File: src/rtl/cla4_nibble_sequencer.sv
// Nibble-serial WIDTH-bit add/sub controller driving one external combinational CLA4.
// Optional subtract support is enabled by defining CLA4_SEQ_SUB_EN.
module cla4_nibble_sequencer #(
    parameter int WIDTH = 16
) (
    input  logic             clk,
    input  logic             rst,
    input  logic             start,
    input  logic             op_sub,
    input  logic [WIDTH-1:0] a,
    input  logic [WIDTH-1:0] b,
    output logic             busy,
    output logic             done,
    output logic [WIDTH-1:0] sum,
    output logic             cout,
    output logic             ovf,
    output logic [3:0]       cla_a,
    output logic [3:0]       cla_b,
    output logic             cla_cin,
    input  logic [3:0]       cla_s,
    input  logic             cla_cout,
    output logic [1:0]       dbg_state
);

    localparam int NIB = WIDTH / 4;
    localparam int IW  = (NIB > 1) ? $clog2(NIB) : 1;
    localparam logic [IW-1:0] LAST_IDX = IW'(NIB - 1);

    // Handshake: start is sampled on a rising edge only while the FSM is in IDLE
    // or DONE; done is high for exactly one cycle and sum/cout/ovf are valid then.
    typedef enum logic [1:0] {
        S_IDLE = 2'd0,
        S_RUN  = 2'd1,
        S_DONE = 2'd2
    } state_t;

    state_t           state_q, state_d;
    logic [WIDTH-1:0] a_q, a_d;
    logic [WIDTH-1:0] b_q, b_d;
    logic [WIDTH-1:0] sum_q, sum_d;
    logic [IW-1:0]    idx_q, idx_d;
    logic             carry_q, carry_d;
    logic             cout_q, cout_d;
    logic             ovf_q, ovf_d;
    logic             sub_req;

`ifdef CLA4_SEQ_SUB_EN
    assign sub_req = op_sub;
`else
    logic unused_op_sub;
    assign unused_op_sub = op_sub;
    assign sub_req       = 1'b0;
`endif

    always_comb begin
        state_d = state_q;
        a_d     = a_q;
        b_d     = b_q;
        sum_d   = sum_q;
        idx_d   = idx_q;
        carry_d = carry_q;
        cout_d  = cout_q;
        ovf_d   = ovf_q;
        cla_a   = 4'd0;
        cla_b   = 4'd0;
        cla_cin = 1'b0;

        case (state_q)
            S_IDLE, S_DONE: begin
                if (start) begin
                    // Subtraction is a + ~b + 1: invert B once here, seed carry with 1.
                    a_d     = a;
                    b_d     = sub_req ? ~b : b;
                    carry_d = sub_req;
                    idx_d   = '0;
                    sum_d   = '0;
                    cout_d  = 1'b0;
                    ovf_d   = 1'b0;
                    state_d = S_RUN;
                end else begin
                    state_d = S_IDLE;
                end
            end
            S_RUN: begin
                cla_a   = a_q[4*idx_q +: 4];
                cla_b   = b_q[4*idx_q +: 4];
                cla_cin = carry_q;
                sum_d[4*idx_q +: 4] = cla_s;
                carry_d = cla_cout;
                if (idx_q == LAST_IDX) begin
                    // cla_s[3] is the result MSB on the final nibble.
                    cout_d  = cla_cout;
                    ovf_d   = (a_q[WIDTH-1] == b_q[WIDTH-1]) && (cla_s[3] != a_q[WIDTH-1]);
                    state_d = S_DONE;
                end else begin
                    idx_d = idx_q + 1'b1;
                end
            end
            default: state_d = S_IDLE;
        endcase
    end

    always_ff @(posedge clk or posedge rst) begin
        if (rst) begin
            state_q <= S_IDLE;
            a_q     <= '0;
            b_q     <= '0;
            sum_q   <= '0;
            idx_q   <= '0;
            carry_q <= 1'b0;
            cout_q  <= 1'b0;
            ovf_q   <= 1'b0;
        end else begin
            state_q <= state_d;
            a_q     <= a_d;
            b_q     <= b_d;
            sum_q   <= sum_d;
            idx_q   <= idx_d;
            carry_q <= carry_d;
            cout_q  <= cout_d;
            ovf_q   <= ovf_d;
        end
    end

    assign busy      = (state_q == S_RUN);
    assign done      = (state_q == S_DONE);
    assign sum       = sum_q;
    assign cout      = cout_q;
    assign ovf       = ovf_q;
    assign dbg_state = state_q;

endmodule
File: config.mk
export PLATFORM = sky130hd
export DESIGN_NAME = cla4_nibble_sequencer
export DESIGN_NICKNAME = d
export VERILOG_FILES = /design/src/rtl/cla4_nibble_sequencer.sv
export SDC_FILE = /design/constraint.sdc
export NUM_CORES = 1
export LEC_CHECK = 0
export ABC_AREA = 1
export BUFFER_PORTS_ARGS = -buffer_cell sky130_fd_sc_hd__buf_2
export CORE_MARGIN = 2
export CORE_UTILIZATION = 51
export CTS_CLUSTER_DIAMETER = 200
export DETAILED_ROUTE_END_ITERATION = 10
export PLACE_DENSITY = 0.77
export SETUP_SLACK_MARGIN = 0.02
export SKIP_LAST_GASP = 1
export SLEW_MARGIN = 15
export SYNTH_ARGS = -nofsm -noshare
export SYNTH_HDL_FRONTEND = slang
export SYNTH_SLANG_ARGS = --single-unit
File: constraint.sdc
create_clock -name clk -period 3.2 [get_ports clk]
set_input_delay 0.32 -clock clk [delete_from_list [all_inputs] [get_ports clk]]
set_output_delay 0.32 -clock clk [all_outputs]
set_load 0.01 [all_outputs]
Word level (Yosys, flattened, before mapping)
Index checks and enable logic that the tools add are counted.

storage, ports and cells
  output and inout port bits = 31
  memories kept = 0
  memory bits (read-only) = 0
  register bits after elaboration = 55
  RAM bits = 0
  bits in latches = 0

operators by class
  reduce and logical (&&, ||, !) cells = 8
  add/sub/neg operators = 2
  eq/ne operators = 8
  mux-type cells = 18
  shifts and indexed selects = 4
  $lt $le $gt $ge = 0
  bitwise logic cells = 0
  $mul = 0
  divide/modulo/power cells = 0

operator list
  operator                 number
  $neg 4->34               1
  $shift 4x34->16 const A  1
  $shiftx 4x34->16         1
  $pmux 16 s2              1
  $shiftx 16x5->4          2
  $bwmux 16                1
  $mux 16                  1
  $mux 4                   2
  $pmux 2 s2               2
  $mux 2                   3
  $pmux 1 s2               3
  $reduce_and 3->1         2
  $mux 1                   5
  $eq 2x2->1 const B       2
  $ne 2x2->1 const B       2
  $reduce_and 2->1         2
  $add 2x1->2 const B      1
  $eq 2x1->1 const B       1
  $logic_not 2->1          1
  $ne 2x1->1 const B       1
  $reduce_bool 2->1        1
  $reduce_or 2->1          1
  $eq 1x1->1               1
  $logic_and 1x1->1        1
  $ne 1x1->1               1

Logic depth before layout (Yosys ltp)
Gate-level depths: netlist of the first run.

  word-level depth = 4
  depth in mapped cells = 8

Worst setup path before layout of the first run
OpenSTA, ideal clock, no wires.

  path type = register to register
  start point = reg idx_q[1]
  end point = reg sum_q[12] (netlist: sum[12])
  data arrival time = 1.554 ns
  period minus slack after synthesis = 1.636 ns
  slack = 1.564 ns
  required time = 3.117 ns
  stages on the path, launching flop included = 9
  buffers on the path = 1
  setup time = 0.083 ns
  cells stage by stage = dfrtp_1 -> buf_2 -> clkinv_1 -> ha_1 -> inv_1 -> nand2_1 -> nor2_1 -> inv_1 -> o21ai_0

on the way
  cells in the longest elaborated chain, start to end = 4

RTL lines
  item                                                 line  source
  start: declaration                                   41    logic [IW-1:0] idx_q, idx_d;
  start signal: assignment                             118   idx_q <= idx_d;
  $neg 4->34 *                                         88    sum_d[4*idx_q +: 4] = cla_s;
  $shiftx 4x34->16 or $shift 4x34->16 (tied branches)  88
  $bwmux 16 *                                          88
  $pmux 16 s2 *                                        68    case (state_q)
  end signal: assignment                               117   sum_q <= sum_d;
  end: declaration                                     40    logic [WIDTH-1:0] sum_q, sum_d;

Mark *: on every way between the ends. The rest lies on a longest branch, timed or not.
A chain may end at the register's enable or synchronous reset.

Worst setup path after layout of the first run
  start point = reg idx_q[1]
  end point = out cla_a[3]

on the way
  cells in the longest elaborated chain, start to end = 2

RTL lines
  item              line  source
  $shiftx 16x5->4   85    cla_a = a_q[4*idx_q +: 4];
  $mux 4            68
  end: declaration  17    output logic [3:0] cla_a,

Every way passes these cells.

==> results of run 1 <==
stage by stage:
step | util | instances | hold WS (ns) | worst slack, ns | area [µm²]
5_1_grt | 0.625 | 466 | 0.210 | 0.797 | 3250
4_1_cts | 0.625 | 466 | 0.208 | 0.976 | 3250
3_5_place_dp | 0.602 | 458 | 0.457 | 1.01 | 3130
3_3_place_gp | 0.602 | 458 | 0.454 | 1.08 | 3130
2_1_floorplan | - | 329 | 0.441 | 1.54 | 2800
6_report | 0.625 | 466 | 0.179 | 0.964 | 3250
worst min-delay path by stage:
stage	startpoint	endpoint	cells past startpoint
after floorplan	cla_cout	carry_q$_DFFE_PP0P_	2
after global placement	cout$_DFFE_PP0P_	cout$_DFFE_PP0P_	2
after detailed placement	cout$_DFFE_PP0P_	cout$_DFFE_PP0P_	2
after CTS	a[0]	a_q[0]$_DFFE_PP0P_	3
after global routing	a[0]	a_q[0]$_DFFE_PP0P_	3
final	rst	a_q[5]$_DFFE_PP0P_	2
sequential cells by signal (all words and copies together) (netlist names):
register / count
a_q: 16
b_q: 16
sum: 16
dbg_state: 2
idx_q: 2
carry_q: 1
cout: 1
ovf: 1
routing by layer:
layer  wire length [µm]  GRT usage
met5                  0          0
met4                 40     0.0491
met3                301     0.0448
met2               2750      0.338
met1               2610      0.257
Yosys cell counts (3+ instances only):
| cell | n |
|---|---|
| o21ai_0 | 10 |
| nand3_1 | 36 |
| dfrtp_1 | 55 |
| o21ai_2 | 30 |
| inv_1 | 43 |
| ha_1 | 6 |
| nand2_2 | 3 |
| a21oi_1 | 8 |
| buf_2 | 3 |
| nor2_1 | 12 |
| buf_6 | 8 |
| nand2_1 | 103 |
power groups by stage:
stage	combinational, mW	clock, mW	sequential [mW]
after global placement	1.43	0	1.08
after floorplan	1.13	0	1.10
after detailed placement	1.46	0	1.09
after CTS	1.47	0.484	1.08
after global routing	1.64	0.514	1.11
final	1.46	0.476	1.08
cells by family after synthesis:
group	Yosys count	synth area share
compound gates	50	0.130
buf+inv	59	0.104
flops	55	0.492
fa+ha+maj	6	0.0268
simple gates	159	0.248
area by class of cell:
| cell class | instances | share of cell area |
|---|---|---|
| Timing Repair Buffer | 71 | 0.110 |
| Clock inverter | 2 | 0.0108 |
| Inverter | 47 | 0.0554 |
| Clock buffer | 6 | 0.0254 |
| Multi-Input combinational cell | 215 | 0.348 |
| Tap cell | 70 | 0.0269 |
| Sequential cell | 55 | 0.423 |
==> results.py, run 1 <==
metrics = {
    "timing": {
        "rsz0062_at_grt": "false",
        "tns_ns": 0,
        "max_slew_margin": 0.382,
        "worstMarginPinSlew_ns": 0.926,
        "max_freq_ghz": 0.447,
        "hold_violations": 0,
        "final_max_slew_viol_count": 0,
        "setup_violations": 0,
        "finalCriticalPeriod_ns": 2.24,
        "finClkSkew_ns": 0.00443,
        "period_share": 0.699,
    },
    "logic_synthesis": {
        "synth-seq-cells": 55,
        "syn_area_per_cell_um2": 8.51,
        "syn_area_mm2": 0.00280,
        "synthArstFlopShare": 1.00,
        "ys_warn_count": 0,
        "synthTopCellsByArea": "dfrtp_1 49%, nand2_1 14%, o21ai_2 9.4%, nand3_1 6.4%, inv_1 5.8%",
        "netlist_instances": 329,
        "synth.net_count": 376,
        "ys_types": 21,
        "synth.top_cell.area_share": 0.492,
        "ys.flop_type": "dfrtp_1",
        "seq_area_frac_synth": 0.492,
        "synth-edff-count": 0,
        "synth_top_area_cell": "dfrtp_1",
    },
    "drt": {
        "vias_per_cell": 4.87,
        "drt-total-wl_mm": 5.69,
        "drtIter0Drc": 154,
        "ant_nets": 0,
        "wire_per_inst_um": 12.2,
        "drc_errors": 0,
        "vias": 2268,
        "drtPass1Iterations": 5,
    },
    "placement": {
        "hpwlAfterDp_mm": 3.91,
        "globalplace.congestion": 0.805,
        "port_buffers": 70,
    },
    "clock_network": {
        "cts_setup_buffers": 0,
        "cts_made_buffers": 5,
        "cts-root-buf": "clkbuf_8",
        "cts_tree": "done",
        "cts_resized": 0,
        "clkLatencyLatePin_ns": 0.30,
        "clockBufferDepth": 2,
        "htree_levels": 2,
        "hold_buffers": 0,
        "cts.sinks": 55,
        "clkTransAtPathRegs_ns": 0.10,
    },
    "worst_setup_path": {
        "arrival_ns": 1.92,
        "cpPeakStageDelay_ns": 0.67,
        "cp-start-kind": "register",
        "rrSetupSlack_ns": 0.97,
        "crit_family": "flip-flops",
        "cp-endpoint": "cla_a[3]",
        "slowest_stage": "dfrtp_1",
        "critPathKind": "reg2out",
        "reg2reg_from": "idx_q[1]$_DFFE_PP0P_",
        "r2r_end": "sum[13]$_DFFE_PP0P_",
        "crit_cells": 4,
        "cp.required_ns": 2.88,
        "crit_chain": "clkinv_1 -> nand3_1 -> a21oi_1 -> buf_2",
        "startpoint": "idx_q[1]$_DFFE_PP0P_",
        "crit_path_max_fanout": 13,
        "crit_path_end_kind": "primary output",
        "reg2reg_depth": 7,
        "cp_num_buf_inv": 2,
    },
    "pwr": {
        "p_int_mw": 1.74,
        "finalPower_mw": 3.01,
        "pwr-share-comb": 0.484,
        "p_leak_nw": 1.78,
        "p_clk_frac": 0.158,
        "p_sw_frac": 0.423,
        "power.share.sequential": 0.358,
        "p_switching_mw": 1.27,
        "peakVddDrop_mv": 0.387,
        "power_density_mw_per_mm2": 926,
    },
    "layout": {
        "layout.cells.most_common_list": "103 x nand2_1, 70 x buf_2, 55 x dfrtp_1",
        "multi_input_area_mm2": 0.00113,
        "mostFrequentLayoutCell": "nand2_1",
        "fin_nets": 442,
        "drive_above_1_share": 0.306,
        "area_delta_synth_final_pct": 16.1,
        "num_antenna_cells": 0,
        "ff_latch_area_mm2": 0.00138,
        "n_fill_cell": 502,
    },
    "min_path": {
        "hp-class": "in2async",
    },
    "global_routing": {
        "grt_util_all_layers": 0.198,
        "grt_pass1_wl_mm": 9.80,
        "grt_start_max_net_pins": 65,
        "grt_overflow": 0,
        "grt_pass1_vias": 2236,
        "antenna_found_initial": 0,
    },
    "outcome": {
        "status": "finished clean",
    },
    "die": {
        "die_width_um": 78.1,
        "start_util": 0.538,
        "rows": 26,
        "die_h_um": 78.1,
        "io_pins": 72,
        "die_area_mm2": 0.00610,
        "core_area_mm2": 0.00520,
    },
    "flow_run": {
        "cap_violations": 0,
    },
}
Note: power is estimated with default switching activity, not from simulation.
==> inputs of run 2 (changes only) <==
- ABC_AREA: 1 -> 0
- PLACE_DENSITY: 0.77 -> 0.78
- clock period: 3.2 -> 2.31 ns (I/O delays scaled with it)
==> results.py, run 2 <==
metrics = {
    "timing": {
        "final_max_slew_viol_count": 0,
        "setup_ws_ns": 0.321,
        "whs_ns": 0.101,
        "period_share": 0.861,
        "finClkSkew_ns": 0.0136,
        "max_slew_margin": 0.555,
        "hold_violations": 0,
        "setup_violations": 0,
        "worstMarginPinSlew_ns": 0.668,
        "rsz0062_at_grt": "false",
        "max_freq_ghz": 0.503,
        "tns_ns": 0,
        "finalCriticalPeriod_ns": 1.99,
    },
    "die": {
        "die_area_mm2": 0.00559,
        "die_width_um": 74.7,
        "rows": 25,
        "die_h_um": 74.7,
        "core_area_mm2": 0.00479,
        "start_util": 0.533,
        "io_pins": 72,
    },
    "global_routing": {
        "grt_pass1_vias": 1899,
        "use_met3": 0.0388,
        "grtUsageMet2": 0.339,
        "use_met1": 0.281,
        "antenna_found_initial": 0,
        "grt_util_all_layers": 0.206,
        "grt_overflow": 0,
        "grt_start_max_net_pins": 56,
        "top_usage_layer": "met2",
        "grt_pass1_wl_mm": 8.68,
    },
    "clock_network": {
        "cts.sinks": 55,
        "cts_setup_buffers": 0,
        "clkLatencyLatePin_ns": 0.30,
        "cts-root-buf": "clkbuf_8",
        "clkTransAtPathRegs_ns": 0.10,
        "cts_resized": 0,
        "clockBufferDepth": 2,
        "htree_levels": 2,
        "hold_buffers": 0,
        "cts_tree": "done",
        "cts_made_buffers": 5,
    },
    "drt": {
        "drc_errors": 0,
        "vias": 1945,
        "drtIter0Drc": 83,
        "ant_nets": 0,
        "drtPass1Iterations": 4,
        "vias_per_cell": 5.03,
        "wire_per_inst_um": 13.3,
        "drt-total-wl_mm": 5.17,
    },
    "logic_synthesis": {
        "ys_types": 28,
        "ys_warn_count": 0,
        "syn_area_mm2": 0.00255,
        "synth_compound_area_frac": 0.0667,
        "synth_xor_area_frac": 0,
        "ys.flop_type": "dfrtp_1",
        "syn_area_per_cell_um2": 10.3,
        "synth-edff-count": 0,
        "synth_most_common_cell": "nand2_1",
        "synth.top_cell.area_share": 0.539,
        "netlist_instances": 248,
        "synth.top_cells.by_count": "106 x nand2_1, 55 x dfrtp_1, 11 x a22o_1, 9 x and2_1, 8 x nand3_1",
        "yosys.area_share.simple": 0.250,
        "synth-seq-cells": 55,
        "seq_area_frac_synth": 0.539,
        "synth_top_family_by_area": "simple AND/OR/NAND/NOR gates",
        "synthMuxAreaShare": 0.0794,
        "synthArstFlopShare": 1.00,
        "synth_adder_area_share": 0.0294,
        "synthTopCellsByArea": "dfrtp_1 54%, nand2_1 16%, mux4_2 4.4%, a22o_1 3.8%, mux4_1 3.1%",
        "synth_top_area_cell": "dfrtp_1",
        "synth.net_count": 295,
    },
    "pwr": {
        "finalPower_mw": 3.98,
        "p_leak_nw": 1.67,
        "peakVddDrop_mv": 0.645,
        "power_density_mw_per_mm2": 1290,
    },
    "layout": {
        "mostFrequentLayoutCell": "nand2_1",
        "layout.cells.most_common_list": "106 x nand2_1, 70 x buf_2, 55 x dfrtp_1",
        "utilization": 0.643,
        "area_delta_synth_final_pct": 20.6,
        "n_fill_cell": 451,
        "num_antenna_cells": 0,
        "drive_above_1_share": 0.313,
        "fin_nets": 367,
    },
    "worst_setup_path": {
        "rrSetupSlack_ns": 0.62,
        "reg2reg_depth": 6,
        "arrival_ns": 1.76,
        "cp-start-kind": "register",
        "r2r_end": "sum[14]$_DFFE_PP0P_",
        "critPathKind": "reg2out",
        "crit_path_max_fanout": 8,
        "reg2reg_from": "idx_q[0]$_DFFE_PP0P_",
        "crit_path_end_kind": "primary output",
        "cp.required_ns": 2.08,
    },
    "placement": {
        "hpwlAfterDp_mm": 3.76,
        "port_buffers": 70,
        "pre_cts_ws_ns": 0.631,
        "globalplace.congestion": 0.793,
    },
    "flow_run": {
        "cap_violations": 0,
    },
    "outcome": {
        "status": "finished clean",
    },
    "min_path": {
        "hp-class": "in2async",
    },
}
-- run 2: cell types whose count changed in the layout (fill, tap and decap cells not counted), sizes merged, moves of 3 or more --
cell and delta:
nand3 -29, nand2b +3, and2 +9, a21oi -4
nor2 -11, o21ai -37, mux4 +8, inv -38
clkinv -3, a22o +11, nor4 +3, buf +5
-- run 2: power by group --
part	switching [mW]	total, mW	internal, mW
Sequential	0.245	1.60	1.35
Clock	0.289	0.608	0.318
Combinational	0.984	1.77	0.789
Total	1.52	3.98	2.46
-- run 2: cell type report --
type / count / area [µm²] / area share
clock buffers: 6 / 72.6 / 0.0236
clock inverters: 1 / 30.0 / 0.00975
inverters: 7 / 31.3 / 0.0102
multi-input cells: 175 / 1090 / 0.354
flip-flops and latches: 55 / 1380 / 0.447
well taps: 67 / 83.8 / 0.0272
repair buffers: 76 / 395 / 0.128
-- run 2: kinds of logic (layout without fill, tap and decap cells) --
family | count (synthesis) | count (layout)
AO/OA/AOI/OAI | 22 | 22
adder cells (fa/ha/maj) | 6 | 6
buffers and inverters | 18 | 90
flip-flops | 55 | 55
multiplexers | 9 | 9
AND/OR/NAND/NOR | 138 | 138
-- run 2: how the worst max path moves through the flow --
stage / depth (start not counted) / start / slack (ns) / end
finish: 4 / idx_q[0]$_DFFE_PP0P_ / 0.32 / cla_a[2]
global placement: 4 / idx_q[0]$_DFFE_PP0P_ / 0.64 / cla_b[0]
global route: 4 / idx_q[0]$_DFFE_PP0P_ / 0.21 / cla_b[0]
CTS: 4 / idx_q[0]$_DFFE_PP0P_ / 0.30 / cla_a[2]
detailed placement: 6 / idx_q[0]$_DFFE_PP0P_ / 0.63 / sum[14]$_DFFE_PP0P_
floorplan: 6 / idx_q[0]$_DFFE_PP0P_ / 0.66 / sum[14]$_DFFE_PP0P_
-- run 2: stage by stage --
| stage | cells | instance area (µm²) |
|---|---|---|
| floorplan | 248 | 2550 |
| global placement | 380 | 2980 |
| detailed placement | 380 | 2980 |
| CTS | 387 | 3080 |
| global route | 387 | 3080 |
| finish | 387 | 3080 |
-- run 2: metal layers --
metal  part of all wire  up-vias
met5                  0        -
met4             0.0085        0
met3              0.053        6
met2               0.48       61
met1               0.46      913
li1                   -      965
-- run 2: worst max-delay path, cell delays in order (launching register included) --
cell and delay [ns]:
dfrtp_1 0.41, buf_4 0.23, mux4_2 0.52, and2_1 0.17, buf_2 0.13
